**config.mk**
```make
export PLATFORM = sky130hd
export DESIGN_NAME = keypad_scanner_flat
export DESIGN_NICKNAME = d
export VERILOG_FILES = /design/src/rtl/keypad_scanner_pkg.sv /design/src/rtl/keypad_scanner_if.sv /design/src/rtl/keypad_scanner_scan_tick.sv /design/src/rtl/keypad_scanner.sv /design/src/flat_wrapper.sv
export SDC_FILE = /design/constraint.sdc
export NUM_CORES = 1
export LEC_CHECK = 0
export CAP_MARGIN = 20
export CORE_MARGIN = 2
export CORE_UTILIZATION = 44
export CTS_CLUSTER_SIZE = 28
export DETAILED_ROUTE_END_ITERATION = 8
export HOLD_SLACK_MARGIN = 0.05
export PLACE_DENSITY = 0.67
export SETUP_SLACK_MARGIN = 0.15
export SYNTH_ARGS = -nofsm -noshare
export SYNTH_HDL_FRONTEND = slang
export SYNTH_SLANG_ARGS = --single-unit
```
**constraint.sdc**
```tcl
create_clock -name clk_in -period 1.95 [get_ports clk_in]
set_input_delay 0.39 -clock clk_in [delete_from_list [all_inputs] [get_ports clk_in]]
set_output_delay 0.39 -clock clk_in [all_outputs]
set_load 0.01 [all_outputs]
```
**src/rtl/keypad_scanner_pkg.sv**
```systemverilog
// Shared types and front-panel key codes for the matrix keypad scanner.
package keypad_pkg;

  typedef enum logic [1:0] {
    SCAN,
    DEBOUNCE,
    HELD
  } kp_state_t;

  localparam int unsigned KEY_HOUR_UP   = 0;
  localparam int unsigned KEY_MIN_UP    = 1;
  localparam int unsigned KEY_SET_ALARM = 2;
  localparam int unsigned KEY_SHOW_SECS = 3;

endpackage

```
**src/rtl/keypad_scanner_if.sv**
```systemverilog
// Key-event handshake between the keypad scanner and its consumer.
interface keypad_scanner_if #(
  parameter int unsigned KW = 4
);

  logic          key_valid;
  logic [KW-1:0] key_code;
  logic          key_ready;
  logic          key_held;
  logic          key_overrun;

  modport master (
    output key_valid,
    output key_code,
    output key_held,
    output key_overrun,
    input  key_ready
  );

  modport slave (
    input  key_valid,
    input  key_code,
    input  key_held,
    input  key_overrun,
    output key_ready
  );

endinterface

```
**src/rtl/keypad_scanner_scan_tick.sv**
```systemverilog
// Free-running divider: one-cycle tick every DIVIDER clocks, marking the end of a column dwell.
module scan_tick
  import keypad_pkg::*;
#(
  parameter int unsigned DIVIDER = 2500
) (
  input  logic clk_in,
  input  logic reset,
  output logic tick
);

  localparam int unsigned TW = (DIVIDER > 1) ? $clog2(DIVIDER) : 1;

  logic [TW-1:0] cnt;

  always_ff @(posedge clk_in or negedge reset) begin
    if (!reset) begin
      cnt <= '0;
    end else if (cnt == TW'(DIVIDER - 1)) begin
      cnt <= '0;
    end else begin
      cnt <= cnt + 1'b1;
    end
  end

  assign tick = (cnt == TW'(DIVIDER - 1));

endmodule

```
**src/rtl/keypad_scanner.sv**
```systemverilog
// Matrix keypad scanner: drives one column low per dwell, debounces press/release of a single
// key and hands one event per press to the consumer over valid/ready.
module keypad_scanner
  import keypad_pkg::*;
#(
  parameter int unsigned ROWS           = 4,
  parameter int unsigned COLS           = 4,
  parameter int unsigned SCAN_DIVIDER   = 2500,
  parameter int unsigned DEBOUNCE_SCANS = 3
) (
  input  logic            clk_in,
  input  logic            reset,
  input  logic [ROWS-1:0] row_in,
  output logic [COLS-1:0] col_out,
  keypad_scanner_if.master key_if
);

  localparam int unsigned KW = (ROWS * COLS > 1) ? $clog2(ROWS * COLS) : 1;
  localparam int unsigned RW = (ROWS > 1) ? $clog2(ROWS) : 1;
  localparam int unsigned CW = (COLS > 1) ? $clog2(COLS) : 1;
  localparam int unsigned DW = $clog2(DEBOUNCE_SCANS + 1);

  logic [ROWS-1:0] rows_m, rows_s;
  logic            tick;

  kp_state_t       state, state_n;
  logic [CW-1:0]   col, col_n, col_adv;
  logic [RW-1:0]   cand_row, cand_row_n;
  logic [CW-1:0]   cand_col, cand_col_n;
  logic [DW-1:0]   cnt, cnt_n, cnt_inc;
  logic            press_evt;

  logic            low_seen, low_multi, one_low, all_high;
  logic [RW-1:0]   low_row;
  logic [KW-1:0]   code_n;

  logic            key_valid_q, key_overrun_q;
  logic [KW-1:0]   key_code_q;

  always_ff @(posedge clk_in or negedge reset) begin
    if (!reset) begin
      rows_m <= '1;
      rows_s <= '1;
    end else begin
      rows_m <= row_in;
      rows_s <= rows_m;
    end
  end

  scan_tick #(.DIVIDER(SCAN_DIVIDER)) u_scan_tick (
    .clk_in (clk_in),
    .reset  (reset),
    .tick   (tick)
  );

  // Two or more rows low at once is ambiguous (ghosting) and treated like no key.
  always_comb begin
    low_seen  = 1'b0;
    low_multi = 1'b0;
    low_row   = '0;
    for (int unsigned i = 0; i < ROWS; i++) begin
      if (!rows_s[i]) begin
        low_multi = low_multi | low_seen;
        low_seen  = 1'b1;
        low_row   = RW'(i);
      end
    end
    one_low  = low_seen && !low_multi;
    all_high = &rows_s;
  end

  assign col_adv = (col == CW'(COLS - 1)) ? '0 : col + 1'b1;
  assign cnt_inc = cnt + 1'b1;

  always_ff @(posedge clk_in or negedge reset) begin
    if (!reset) begin
      state    <= SCAN;
      col      <= '0;
      cand_row <= '0;
      cand_col <= '0;
      cnt      <= '0;
    end else begin
      state    <= state_n;
      col      <= col_n;
      cand_row <= cand_row_n;
      cand_col <= cand_col_n;
      cnt      <= cnt_n;
    end
  end

  always_comb begin
    state_n    = state;
    col_n      = col;
    cand_row_n = cand_row;
    cand_col_n = cand_col;
    cnt_n      = cnt;
    press_evt  = 1'b0;
    if (tick) begin
      unique case (state)
        SCAN: begin
          if (one_low) begin
            cand_row_n = low_row;
            cand_col_n = col;
            if (DEBOUNCE_SCANS == 1) begin
              press_evt = 1'b1;
              state_n   = HELD;
              cnt_n     = '0;
            end else begin
              cnt_n   = DW'(1);
              state_n = DEBOUNCE;
            end
          end else begin
            col_n = col_adv;
          end
        end
        DEBOUNCE: begin
          if (one_low && (low_row == cand_row)) begin
            if (cnt_inc == DW'(DEBOUNCE_SCANS)) begin
              press_evt = 1'b1;
              state_n   = HELD;
              cnt_n     = '0;
            end else begin
              cnt_n = cnt_inc;
            end
          end else begin
            state_n = SCAN;
            col_n   = col_adv;
            cnt_n   = '0;
          end
        end
        HELD: begin
          if (all_high) begin
            if (cnt_inc == DW'(DEBOUNCE_SCANS)) begin
              state_n = SCAN;
              col_n   = col_adv;
              cnt_n   = '0;
            end else begin
              cnt_n = cnt_inc;
            end
          end else begin
            cnt_n = '0;
          end
        end
        default: begin
          state_n = SCAN;
        end
      endcase
    end
  end

  always_comb begin
    col_out         = ~(COLS'(1) << col);
    key_if.key_held = (state == HELD);
  end

  // Next-cycle candidate is used so a single-scan debounce reports the key latched on this tick.
  assign code_n = KW'(cand_row_n) * KW'(COLS) + KW'(cand_col_n);

  always_ff @(posedge clk_in or negedge reset) begin
    if (!reset) begin
      key_valid_q   <= 1'b0;
      key_code_q    <= '0;
      key_overrun_q <= 1'b0;
    end else begin
      key_overrun_q <= 1'b0;
      if (press_evt) begin
        if (!key_valid_q || key_if.key_ready) begin
          key_valid_q <= 1'b1;
          key_code_q  <= code_n;
        end else begin
          key_overrun_q <= 1'b1;
        end
      end else if (key_valid_q && key_if.key_ready) begin
        key_valid_q <= 1'b0;
      end
    end
  end

  assign key_if.key_valid   = key_valid_q;
  assign key_if.key_code    = key_code_q;
  assign key_if.key_overrun = key_overrun_q;

endmodule

```
**src/flat_wrapper.sv**
```systemverilog
// flat-port wrapper written by rule: the top's interface ports become plain ports
module keypad_scanner_flat import keypad_pkg::*;
#(
  parameter int unsigned ROWS           = 4,
  parameter int unsigned COLS           = 4,
  parameter int unsigned SCAN_DIVIDER   = 2500,
  parameter int unsigned DEBOUNCE_SCANS = 3
)
  (clk_in, reset, row_in, col_out, key_if_key_valid, key_if_key_code, key_if_key_held, key_if_key_overrun, key_if_key_ready);
  keypad_scanner_if #(.KW((4))) key_if_i ();
  input  logic clk_in;
  input  logic reset;
  input  logic [ROWS-1:0] row_in;
  output logic [COLS-1:0] col_out;
  output wire logic [$bits(key_if_i.key_valid)-1:0] key_if_key_valid;
  output wire logic [$bits(key_if_i.key_code)-1:0] key_if_key_code;
  output wire logic [$bits(key_if_i.key_held)-1:0] key_if_key_held;
  output wire logic [$bits(key_if_i.key_overrun)-1:0] key_if_key_overrun;
  input wire logic [$bits(key_if_i.key_ready)-1:0] key_if_key_ready;
  assign key_if_key_valid = key_if_i.key_valid;
  assign key_if_key_code = key_if_i.key_code;
  assign key_if_key_held = key_if_i.key_held;
  assign key_if_key_overrun = key_if_i.key_overrun;
  assign key_if_i.key_ready = key_if_key_ready;
  keypad_scanner #(.ROWS(ROWS), .COLS(COLS), .SCAN_DIVIDER(SCAN_DIVIDER), .DEBOUNCE_SCANS(DEBOUNCE_SCANS)) u_core (.clk_in(clk_in), .reset(reset), .row_in(row_in), .col_out(col_out), .key_if(key_if_i));
endmodule
```
==> qor.csv <==
metric,value,unit
slew margin rel.,0.6933,
worst slew pin tran,0.4601,ns
"Hold Vio Cnt, Final",0,
library cells used by synthesis,40,
Final Total Pwr,1.483,mW
Synth Instances,147,
core area,0.003971,mm^2
Reg power frac,0.520,
Ports,18,
Post-Place Cells,220,
Hold Buf Count CTS,0,
routing usage on met2,0.2880,
CP peak stage delay,0.62,ns
Worst Setup Path Type,flip-flop to flip-flop,
ANT cells,0,
"Slew Viols, Final",0,
Util after Layout,0.6200,
Synth Flop Type,dfrtp_1,
GRT Util Overall,0.1703,
# DRC,0,
vias,1241,
"Setup violations, final",0,
WP data required,2.12,ns
"Max stage delay cell, worst path",dfstp_2,
Area Overhead vs Synth,37.05,%
switching power,0.3144,mW
worst clock skew,0.008715,ns
"commonest non-fill, non-tap cell in the layout",dfrtp_1,
drt initial violations,61,
synthesized area,0.001797,mm^2
worst r2r src,u_core.rows_s[1]$_DFF_PN1_,
die area,0.004610,mm^2
DP Area,0.002106,mm^2
busiest layer in global routing,met2,
share of total power in combinational logic,0.041,
top-area cell type share of the netlist area,0.3900,
die height,67.90,um
max_cap viols,0,
Worst Path Buf+Inv,0,
1st-pass router iterations,4,
TritonCTS Buffers,5,
asr flop ratio synth,1.000,
Yosys reg bits,36,
Worst-Skew Late Latency,0.29,ns
PD cells,602.1,mW/mm^2
DRT antenna net count,0,
Final period util,0.9519,
first-pass GRT wire length,5.644,mm
share of layout cells above drive strength 1,0.3918,
Post-synth EDFFs,0,
cells along the critical path,"nand4b_1, o211a_1, a211o_1, o31a_1",
clock power share,0.438,
sequential cell area fraction in the yosys report,0.5070,
GR Util met3,0.03947,
Post-Route WL,3.589,mm
clock sinks,36,
vias in the first global route,1200,
vias per inst,5.086,
M1 GR Usage,0.2107,
final-stage net count,210,
fin cells,244,
root buffer cell,clkbuf_8,
Yosys warning count,0,
min cycle time layout,1.856,ns
synth top area cells,"dfrtp_1, dfstp_2, ha_1",
fmax,538.8,MHz
critical path endpoint category,flip-flop,
crit path from,u_core.rows_s[1]$_DFF_PN1_,
GR Overflow Total,0,
status,finished clean,
Die W,67.90,um
Hold WS,0.3585,ns
row count,23,
DP HPWL,2.356,mm
CTS tree,yes,
"delay-heaviest family, CP",compound AO/OA/AOI/OAI gates,
worst hold-check path type,flip-flop to flip-flop,
cell taking the most area after synthesis,dfrtp_1,
setup repair after global routing missed its margin,true,
largest net degree at the start of global routing,37,
post-route cell area,0.002462,mm^2
Final Wtd Congestion,0.7580,
Critical Path Start Type,flip-flop,
clock-pin slew on the worst setup and hold paths,0.08,ns
Net Sw Frac,0.2120,
most frequent cells in the layout,"dfrtp_1, buf_4, inv_1, clkdlybuf4s50_1, mux2_4",
Internal,1.168,mW
Initial Util,0.4524,
hold path start,u_core.rows_m[0]$_DFF_PN1_,
I/O Buffers,17,
Max Root-Sink Buffers,2,
"Net Count, Synth",164,
Clock H-tree levels,2,
antenna violations before repair,0,
Static Leak,1.120,nW
Crit Path Max Fanout,6,
VDD IR max,505.0,uV
post-synthesis area per instance,12.22,um^2
drt wl/cell,14.71,um
Worst EP arrival,2.02,ns
## power groups by stage
stage          combinational [mW]  clock (mW)  sequential [mW]
2_1_floorplan              0.0234           0            0.780
3_3_place_gp               0.0488           0            0.782
3_5_place_dp               0.0506           0            0.784
4_1_cts                    0.0576       0.665            0.771
5_1_grt                    0.0671       0.695            0.772
6_report                   0.0614       0.650            0.771
## state kept, by name, summed over array words and instances (netlist names)
register	flops
u_core.u_scan_tick.cnt	12
u_core.key_if.key_code	4
u_core.rows_m	4
u_core.rows_s	4
u_core.cand_col	2
u_core.cand_row	2
u_core.cnt	2
u_core.col	2
u_core.state	2
u_core.key_if.key_overrun	1
u_core.key_if.key_valid	1
## kinds of logic after synthesis
logic type      after synthesis  share of synthesized area
compound gates               19                    0.08565
xor+xnor                     11                    0.05363
flops                        36                     0.5070
mux                          11                    0.08566
simple gates                 44                     0.1595
buf+inv                      16                    0.03899
fa+ha+maj                    10                    0.06964
## final timing paths
path	end	slack, ns	cells after the start
min in group asynchronous	u_core.key_if.key_code[2]$_DFFE_PN0P_	0.52	2
worst max register to register	u_core.cnt[0]$_DFFE_PN0P_	0.09	4
worst min register to register	u_core.rows_s[0]$_DFF_PN1_	0.36	0
max in group asynchronous	u_core.col[0]$_DFFE_PN0P_	1.09	2
worst min-delay path	u_core.rows_s[0]$_DFF_PN1_	0.36	0
worst max-delay path	u_core.cnt[0]$_DFFE_PN0P_	0.09	4
## cell type report
cell class                 count  area (um^2)
fill                         314         1509
inverter                      13        48.80
clock inverter                 3        42.54
sequential                    36        912.1
multi-input combinational     95        960.9
timing repair buffer          42        366.6
tap                           50        62.56
clock buffer                   5        68.82
## through the flow
step	setup TNS [ns]	setup slack (ns)
global placement	0	0.07143
global route	-0.06300	-0.02458
floorplan	0	0.05423
detailed placement	0	0.001741
finish	0	0.09388
CTS	0	0.01599
## per-layer routing
layer | routed length (um) | part of all wire
met5 | 0 | 0
met4 | 56 | 0.016
met1 | 1607 | 0.45
met3 | 123 | 0.034
met2 | 1802 | 0.50
## worst register-to-register path: stages (launching register included)
cell,delay [ns]
dfstp_2,0.62
nand4b_1,0.20
o211a_1,0.24
a211o_1,0.38
o31a_1,0.30
## cell usage after synthesis (all sizes together), types with 2 or more instances
library cell and number:
xnor2 9, nand4b 2, mux2 11, dfstp 8, o21ai 5, o211a 2
nor2 10, nor4b 2, nand4 3, and3 2, a21o 2, ha 10
nand2 8, buf 2, xor2 2, dfrtp 28, nand2b 3, a21oi 2
inv 13, nand3 9
## what timing repair did
item	4_1_cts	5_1_grt
setup endpoints to repair	15	14
gates resized for setup	19	12
pin swaps	14	7
gates cloned	0	0
buffers inserted	9	7
No activity file was read; power rests on OpenSTA's default activity.
